File: config.mk
export PLATFORM = sky130hd
export DESIGN_NAME = wb_regfile
export DESIGN_NICKNAME = d
export VERILOG_FILES = /design/src/rtl/wb_regfile.sv
export SDC_FILE = /design/constraint.sdc
export NUM_CORES = 2
export LEC_CHECK = 0
export ABC_AREA = 1
export CAP_MARGIN = 25
export CORE_MARGIN = 8
export CORE_UTILIZATION = 55
export CTS_BUF_LIST = sky130_fd_sc_hd__clkbuf_4
export DETAILED_ROUTE_END_ITERATION = 8
export GPL_TIMING_DRIVEN = 1
export PLACE_DENSITY = 0.71
export SLEW_MARGIN = 25
export SYNTH_ARGS = -nofsm -noshare
export SYNTH_HDL_FRONTEND = slang
export SYNTH_SLANG_ARGS = --single-unit
File: constraint.sdc
create_clock -name clk -period 4.1 [get_ports clk]
set_clock_uncertainty 0.2 [all_clocks]
set_input_delay 0.615 -clock clk [delete_from_list [all_inputs] [get_ports clk]]
set_output_delay 0.615 -clock clk [all_outputs]
set_load 0.01 [all_outputs]
File: src/rtl/wb_regfile.sv
// Write-back stage and 32x32 architectural register file for the simple MIPS core.
// Selects the write-back value, commits it, serves two bypassed read ports and
// keeps a per-register pending-write scoreboard for RAW hazard detection.
module wb_regfile (
   input  logic        clk,
   input  logic        rst_n,
   input  logic [31:0] WB_Data_mem_out,
   input  logic [31:0] WB_ALU_out,
   input  logic [4:0]  WB_register_addr,
   input  logic        WB_MemtoReg,
   input  logic        WB_RegWrite,
   input  logic [4:0]  rs_addr,
   input  logic [4:0]  rt_addr,
   output logic [31:0] rs_data,
   output logic [31:0] rt_data,
   input  logic        issue_valid,
   input  logic [4:0]  issue_rd,
   input  logic        squash_valid,
   input  logic [4:0]  squash_rd,
   output logic [31:0] wb_data,
   output logic        rs_pending,
   output logic        rt_pending,
   output logic        sb_error
);

   logic [31:0] regs_q [32];
   logic [31:0] regs_d [32];
   logic [1:0]  cnt_q  [32];
   logic [1:0]  cnt_d  [32];
   logic        sb_error_q;
   logic        sb_error_d;
   logic        retire;

   // Write-back mux and commit qualifier (register 0 never commits)
   assign wb_data  = WB_MemtoReg ? WB_Data_mem_out : WB_ALU_out;
   assign retire   = WB_RegWrite && (WB_register_addr != 5'd0);
   assign sb_error = sb_error_q;

   // Next register-file contents: only the retiring destination changes
   always_comb begin
      regs_d = regs_q;
      if (retire) begin
         regs_d[WB_register_addr] = wb_data;
      end
   end

   // Scoreboard update: issue/squash/retire hits are summed, then clamped to 0..3
   always_comb begin : sb_next
      logic       inc;
      logic       dec_sq;
      logic       dec_rt;
      logic [2:0] up;
      logic [2:0] down;
      logic [2:0] res;
      cnt_d      = cnt_q;
      sb_error_d = sb_error_q;
      inc        = 1'b0;
      dec_sq     = 1'b0;
      dec_rt     = 1'b0;
      up         = 3'd0;
      down       = 3'd0;
      res        = 3'd0;
      // Register 0 is skipped entirely, so its counter stays at zero
      for (int r = 1; r < 32; r++) begin
         inc    = issue_valid  && (issue_rd == 5'(r));
         dec_sq = squash_valid && (squash_rd == 5'(r));
         dec_rt = retire       && (WB_register_addr == 5'(r));
         up     = {1'b0, cnt_q[r]} + {2'b00, inc};
         down   = {2'b00, dec_sq} + {2'b00, dec_rt};
         if (down > up) begin
            cnt_d[r]   = 2'd0;
            sb_error_d = 1'b1;
         end else begin
            res = up - down;
            if (res > 3'd3) begin
               cnt_d[r]   = 2'd3;
               sb_error_d = 1'b1;
            end else begin
               cnt_d[r] = res[1:0];
            end
         end
      end
   end

   // rs read port: $0 is hard zero, a same-cycle retire is bypassed
   always_comb begin
      rs_data = regs_q[rs_addr];
      if (rs_addr == 5'd0) begin
         rs_data = 32'd0;
      end else if (retire && (WB_register_addr == rs_addr)) begin
         rs_data = wb_data;
      end
   end

   // rt read port: identical to rs
   always_comb begin
      rt_data = regs_q[rt_addr];
      if (rt_addr == 5'd0) begin
         rt_data = 32'd0;
      end else if (retire && (WB_register_addr == rt_addr)) begin
         rt_data = wb_data;
      end
   end

   // Pending flags: a write retiring this cycle is already served by the bypass
   always_comb begin
      rs_pending = (rs_addr != 5'd0) &&
                   (cnt_q[rs_addr] > ((retire && (WB_register_addr == rs_addr)) ? 2'd1 : 2'd0));
      rt_pending = (rt_addr != 5'd0) &&
                   (cnt_q[rt_addr] > ((retire && (WB_register_addr == rt_addr)) ? 2'd1 : 2'd0));
   end

   // State registers with asynchronous clear
   always_ff @(posedge clk or negedge rst_n) begin
      if (!rst_n) begin
         for (int i = 0; i < 32; i++) begin
            regs_q[i] <= 32'd0;
            cnt_q[i]  <= 2'd0;
         end
         sb_error_q <= 1'b0;
      end else begin
         regs_q     <= regs_d;
         cnt_q      <= cnt_d;
         sb_error_q <= sb_error_d;
      end
   end

endmodule

### After elaboration in Yosys (flattened, before gate mapping)

Index checks and enable logic that the tools add are counted.

| storage, ports and cells | value |
|---|---|
| register bits | 1087 |
| bits of input ports | 95 |
| output and inout port bits | 99 |
| word-level logic and storage cells | 574 |

| cells by class | value |
|---|---|
| add/subtract/negate cells | 93 |
| order comparisons | 68 |
| equality and inequality tests | 95 |
| mux-type cells | 146 |
| bitwise operators | 3 |
| reductions and logical operators | 105 |

Operators with widths:

| operator | count |
|---|---|
| $bwmux 1024 | 1 |
| $bmux 32 s5 | 2 |
| $mux 32 | 10 |
| $eq 5x5->1 const B | 48 |
| $demux 32 s5 | 1 |
| $mux 2 | 66 |
| $eq 5x4->1 const B | 24 |
| $logic_and 1x1->1 | 99 |
| $add 2x1->3 | 31 |
| $gt 2x3->1 | 31 |
| $gt 3x2->1 const B | 31 |
| $sub 3x2->3 | 31 |
| $mux 1 | 64 |
| $add 1x1->2 | 31 |
| $reduce_bool 62->1 | 1 |
| $eq 5x3->1 const B | 12 |
| $eq 5x2->1 const B | 6 |
| $bmux 2 s5 | 2 |
| $ge 6x6->1 const B | 3 |
| $not 5->6 | 3 |
| $eq 5x1->1 const B | 3 |
| $reduce_bool 5->1 | 3 |
| $eq 5x5->1 | 2 |
| $logic_not 5->1 | 2 |
| other kinds (2) | 3 |

### Logic depth before layout (Yosys ltp)

| logic depth | value |
|---|---|
| depth after elaboration | 68 |
| depth in mapped cells | 22 |
| depth with buffers taken out | 21 |

### Least setup slack after synthesis

No wires, ideal clock.

| timing path | value |
|---|---|
| path kind | input -> register |
| start | input port WB_register_addr[4] |
| end | register sb_error_q, in the netlist sb_error |
| setup time | 0.125 ns |
| arrival time | 3.173 ns |
| data required time | 3.775 ns |
| path slack | 0.601 ns |
| stages on the path | 19 |
| buffers on the path | 2 |
| path through | buf_2 -> nor3_4 -> nand2_2 -> nand2_4 -> inv_4 -> nand2_4 -> or2_1 -> clkbuf_1 -> inv_1 -> ha_1 -> ha_1 -> inv_1 -> fa_1 -> xor2_1 -> nand4_1 -> nor2_1 -> nand2_1 -> nor2_1 -> nand3_1 |

| between the ends | value |
|---|---|
| word-level cells in the longest chain between the ends | 66 |
| elaborated cells between the ends (all ways) | 250 |
| classes of those cells | 62 x add/sub; 62 x order compare; 31 x eq/ne; 61 x mux; 34 x reduce/logical |

Ends and longest elaborated chain:

| what | RTL line | RTL |
|---|---|---|
| start: declaration | 9 | `input logic [4:0] WB_register_addr,` |
| $reduce_bool 5->1 | 36 | `assign retire = WB_RegWrite && (WB_register_addr != 5'd0);` |
| $logic_and 1x1->1 | 36 |  |
| $logic_and 1x1->1 | 67 | `dec_rt = retire && (WB_register_addr == 5'(r));` |
| $add 1x1->2 | 69 | `down = {2'b00, dec_sq} + {2'b00, dec_rt};` |
| $sub 3x2->3 or $gt 2x3->1 (tied branches) | 74, 70 |  |
| $gt 3x2->1 or $mux 1 (tied branches) | 75, 70 |  |
| $mux 1 | 75 | `if (res > 3'd3) begin` |
| $mux 1 | 70 | `if (down > up) begin` |
| (+50 left out) | n/a |  |
| $mux 1 | 75 |  |
| $mux 1 | 70 |  |
| $mux 1 | 75 |  |
| $mux 1 | 70 |  |
| $mux 1 | 75 |  |
| $mux 1 | 70 |  |
| $mux 1 | 75 |  |
| $mux 1 | 70 |  |
| end signal: assignment | 124 | `sb_error_q <= sb_error_d;` |
| end: declaration | 30 | `logic sb_error_q;` |

Several ways; a longest one is shown, not always the timed one.
A chain may end at the register's enable or synchronous reset.

### Final worst setup path

| timing path | value |
|---|---|
| start | input port rt_addr[0] |
| end | output port rt_data[23] |

| between the ends | value |
|---|---|
| word-level cells in the longest chain between the ends | 6 |
| elaborated cells between the ends (all ways) | 9 |
| classes of those cells | 1 x eq/ne; 5 x mux; 1 x bitwise; 2 x reduce/logical |

Ends and longest elaborated chain:

| what | RTL line | RTL |
|---|---|---|
| start: declaration | 13 | `input logic [4:0] rt_addr,` |
| $not 5->6 (not written as such) | 97 | `rt_data = regs_q[rt_addr];` |
| $bmux 32 s5 | 97 |  |
| $mux 32 (not written as such) (2 in series) | 97 |  |
| $mux 32 | 100 | `end else if (retire && (WB_register_addr == rt_addr)) begin` |
| $mux 32 * | 98 | `if (rt_addr == 5'd0) begin` |
| end: declaration | 15 | `output logic [31:0] rt_data,` |

Every way passes the cells marked *; elsewhere a longest branch is shown, timed or not. The select of a mux whose other input is x is not followed.

==> summary.txt <==
STATUS
--------------------------------------------------------------------------------------
Result of the run                                                         finished clean

PLACE
--------------------------------------------------------------------------------------
Total of buffers placed on input and output ports                                  193
Total placed cells including tap cells                                          11,600
Placer Congestion                                                                0.934
Place WS                                                                     -0.248 ns
HPWL after DPL                                                              160,000 um

ROUTE
--------------------------------------------------------------------------------------
Initial DRC Count                                                               10,200
DRC errors left                                                                      0
Highest routed metal layer                                                        met5
Met1 layer wirelength in the final routing                                  103,000 um
Number of vias after detailed routing                                           73,400
Drt wl/cell                                                                    22.7 um
Detailed-route wire length                                                  278,000 um
Metal2 WL                                                                   115,000 um
Vias per Instance                                                                 6.01
Number of optimization iterations in the first detailed-route pass                   8
Routed length on met3                                                        39,000 um
Detail Route Antenna Nets                                                            0

CELLS AND AREA
--------------------------------------------------------------------------------------
Fill cells                                                                      11,500
Count of non-filler cells in the finished layout                                12,200
Layout overhead on the synthesized area                                          13.3%
Fraction of layout instances using a drive strength above 1                      0.103
Area used by sequential logic in the layout                                 0.0272 mm2
Number of nets in the layout                                                    10,600
Footprint of the multi-input gates                                          0.0337 mm2
Share of the core filled with cells in the final layout                          0.626

LOGIC SYNTHESIS
--------------------------------------------------------------------------------------
Number of distinct standard cells referenced by the synthesized netlist             37
Post-Syn Area per Cell                                                        6.77 um2
Async set-reset flop share out of synthesis                                       1.00
Proportion of netlist area held by the largest area contributor                  0.393
Number of enable flip-flop cells after synthesis                                     0
Cell count after synthesis                                                      10,200
Synth warn                                                                           0
Dominant cell type by area after synthesis                                sky130_fd_sc_hd__dfrtp_1
Share of synthesized area occupied by flip-flops and latches                     0.393
Netlist area before placement                                               0.0692 mm2
Largest cells by area after synthesis                                     sky130_fd_sc_hd__dfrtp_1 (39%), sky130_fd_sc_hd__nand2_1 (18%), sky130_fd_sc_hd__nand3_1 (13%), sky130_fd_sc_hd__o21ai_0 (7.4%), sky130_fd_sc_hd__inv_1 (7.1%)
Library cell with the highest instance count after synthesis              sky130_fd_sc_hd__nand2_1
Total of flip-flops plus latches after synthesis                                 1,087
Top_reg_cell synth                                                        sky130_fd_sc_hd__dfrtp_1
Ranking of synthesized cells by instance count                            sky130_fd_sc_hd__nand2_1 (3,253), sky130_fd_sc_hd__nand3_1 (1,820), sky130_fd_sc_hd__inv_1 (1,315)
Net count after synthesis                                                       10,500

POWER AND IR DROP
--------------------------------------------------------------------------------------
Sequential Power Share                                                           0.415
Cell area power density                                                     446 mW/mm2
Clock power frac                                                                 0.297
Switching component of the power                                               12.7 mW
Combinational Power Share                                                        0.288
Power Internal                                                                 22.2 mW
Static leakage                                                                 39.6 nW
Switching part of the total                                                      0.364
Worst voltage drop across the vdd grid                                        0.355 mV

WORST SETUP PATH
--------------------------------------------------------------------------------------
Reg-to-reg setup timing slack                                                  1.25 ns
Max Fanout on Critical Path                                                         57
Sort of element at the end of the critical path                             output pin
Crit path arrival time                                                         3.27 ns
Cell type with the highest occurrence count on the critical path          sky130_fd_sc_hd__buf_12
Class of the most critical setup path                                     input pin to output pin
Biggest cell delay along the critical path                                     0.51 ns
Worst-path cell with the longest stage delay                              sky130_fd_sc_hd__clkdlybuf4s50_1
Crit-path cells                                                           buf_8 > inv_8 > buf_12 > buf_12 > buf_12 > nand4_4 > buf_12 > o21ai_0 > a21oi_1 > buf_4 > clkdlybuf4s50_1
Required time reported for the critical path endpoint                          3.28 ns
Startpoint types                                                             input pin
Critical register-to-register path endpoint                                   sb_error
Worst flop-to-flop path startpoint                                            cnt_q[0]
Depth of the most critical reg-to-reg path                                          12

WORST HOLD PATH
--------------------------------------------------------------------------------------
Hold worst-path end                                                        regs_q[938]
Hold Path Stages                                                                     6
Worst min-delay path category                                             input pin to register
Start point of the worst hold path                                        WB_Data_mem_out[10]

FLOORPLAN
--------------------------------------------------------------------------------------
Count of pins on the block boundary                                                194
Initial Util                                                                     0.553
Rows                                                                               130
Die width                                                                       371 um
Total core area                                                              0.125 mm2
Die area                                                                     0.137 mm2
Die extent in y                                                                 371 um

GLOBAL ROUTING
--------------------------------------------------------------------------------------
Pin count of the biggest net entering global routing                               121
Vias in the first global route                                                  69,800
Global-route wire length before repair                                      417,000 um
Global routing usage summed across all routing layers                            0.393
Number of antenna violations at the first check in global routing                   11
Global-route congestion overflow total                                               0

TIMING
--------------------------------------------------------------------------------------
Slew @ Worst Pin                                                               1.14 ns
Share of the cycle needed by the critical path after routing                     0.996
Final-report max-slew violation count                                                0
Max_slew headroom                                                                0.238
Time the worst path needs with I/O delays and setup                            4.09 ns
Setup-violating endpoint count in the final report                                   0
Highest clock rate                                                           0.245 GHz
Setup repair after global routing missed its margin                                yes
Endpoints failing hold                                                               0
PnR worst setup slack                                                        0.0144 ns

CTS
--------------------------------------------------------------------------------------
Register clock-pin slew on the reported worst setup and hold paths             0.06 ns
Max Root-Sink Buffers                                                                4
Inserted Clock Buffers                                                             325
Num Clock Sinks                                                                  1,087
Clock tree root buffer cell                                               sky130_fd_sc_hd__clkbuf_4
Clock Latency Late Sink                                                        1.30 ns
Number of H-tree branching levels                                                    5
TritonCTS clock tree                                                             built

RUN
--------------------------------------------------------------------------------------
Number of maximum-capacitance constraint violations                                  0

metal layers:
layer	track usage	up-vias
met4	0.250	8
li1	-	32800
met1	0.512	33900
met5	0	-
met2	0.572	5381
met3	0.114	1260
through the flow:
stage | hold WS (ns) | power, mW | TNS [ns] | instance area, um2
after floorplan | 0.119 | 20.9 | 0 | 69200
after global routing | 0.0709 | 37.1 | -0.134 | 78400
after CTS | 0.000194 | 34.7 | -0.0924 | 78100
after detailed placement | 0.166 | 24.3 | -0.521 | 73500
after global placement | 0.165 | 23.9 | -0.571 | 73500
final | 0.0842 | 35.0 | 0 | 78400
cell type report:
| class | instances | area share |
|---|---|---|
| antenna | 8 | 0.000255 |
| clock buffer | 483 | 0.0462 |
| clock inverter | 59 | 0.00322 |
| inverter | 1328 | 0.0642 |
| multi-input combinational | 6965 | 0.429 |
| sequential | 1087 | 0.347 |
| tap | 1650 | 0.0263 |
| timing repair buffer | 641 | 0.0833 |
how the worst max path moves through the flow:
| stage | from | to | slack (ns) | depth (start not counted) |
|---|---|---|---|---|
| CTS | cnt_q[12] | rt_pending | -0.06 | 12 |
| global route | cnt_q[58] | rt_pending | -0.06 | 12 |
| floorplan | WB_register_addr[4] | sb_error | 0.60 | 19 |
| global placement | WB_register_addr[0] | rs_pending | -0.26 | 13 |
| finish | rt_addr[0] | rt_data[23] | 0.01 | 11 |
| detailed placement | WB_register_addr[0] | rs_pending | -0.25 | 13 |
critical path: cells and delay by family:
| family | cells | cell delay (ns) |
|---|---|---|
| AOI/OAI and AO/OA | 2 | 0.15 |
| buffers and inverters | 8 | 2.02 |
| and+or+nand+nor | 1 | 0.41 |
state kept, by name, indices dropped and copies added (netlist names):
signal	cells
sb_error	1
regs_q	1024
cnt_q	62
timing repair:
action,in CTS,in global routing
endpoints found under the hold margin,1301,2
pin swaps,12,19
setup buffers,3,6
cloned,0,2
hold buffers,56,1
endpoints found under the setup margin,6,32
resized for setup,43,56
power by group through the flow:
stage	sequential (mW)	combinational (mW)	clock, mW
2_1_floorplan	14.2	6.70	0
3_3_place_gp	14.5	9.32	0
3_5_place_dp	14.6	9.65	0
4_1_cts	14.4	9.83	10.5
5_1_grt	14.7	11.3	11.1
6_report	14.5	10.1	10.4
logic make-up (layout without fill, tap and decap cells):
group | count (synthesis) | in the layout | synth area share
AOI/OAI and AO/OA | 1413 | 1413 | 0.111
adders and majority gates | 188 | 188 | 0.0407
and+or+nand+nor | 5350 | 5350 | 0.327
DFF | 1087 | 1087 | 0.393
buffers and inverters | 2171 | 2511 | 0.127
other | 0 | 8 | 0
xor gates and xnor gates | 14 | 14 | 0.00177
cells in the final DEF (no fill, tap or decap), types with 12 or more instances in the layout:
master and n:
sky130_fd_sc_hd__nand3_1 1811, sky130_fd_sc_hd__dfrtp_1 1078, sky130_fd_sc_hd__buf_12 79, sky130_fd_sc_hd__xor2_1 12, sky130_fd_sc_hd__nand2_1 3234, sky130_fd_sc_hd__clkdlybuf4s50_1 167
sky130_fd_sc_hd__fa_1 62, sky130_fd_sc_hd__nor2_1 168, sky130_fd_sc_hd__a21oi_1 97, sky130_fd_sc_hd__buf_4 314, sky130_fd_sc_hd__a31o_2 21, sky130_fd_sc_hd__or2_2 32
sky130_fd_sc_hd__nor2_4 22, sky130_fd_sc_hd__inv_1 1308, sky130_fd_sc_hd__clkinv_1 50, sky130_fd_sc_hd__nand2_4 12, sky130_fd_sc_hd__o211ai_1 157, sky130_fd_sc_hd__and2_1 24
sky130_fd_sc_hd__o21ai_1 95, sky130_fd_sc_hd__clkbuf_4 483, sky130_fd_sc_hd__o21ai_2 25, sky130_fd_sc_hd__dlygate4sd3_1 55, sky130_fd_sc_hd__o21ai_0 995, sky130_fd_sc_hd__ha_1 124
sky130_fd_sc_hd__inv_2 14
Note: power is estimated with default switching activity, not from simulation.
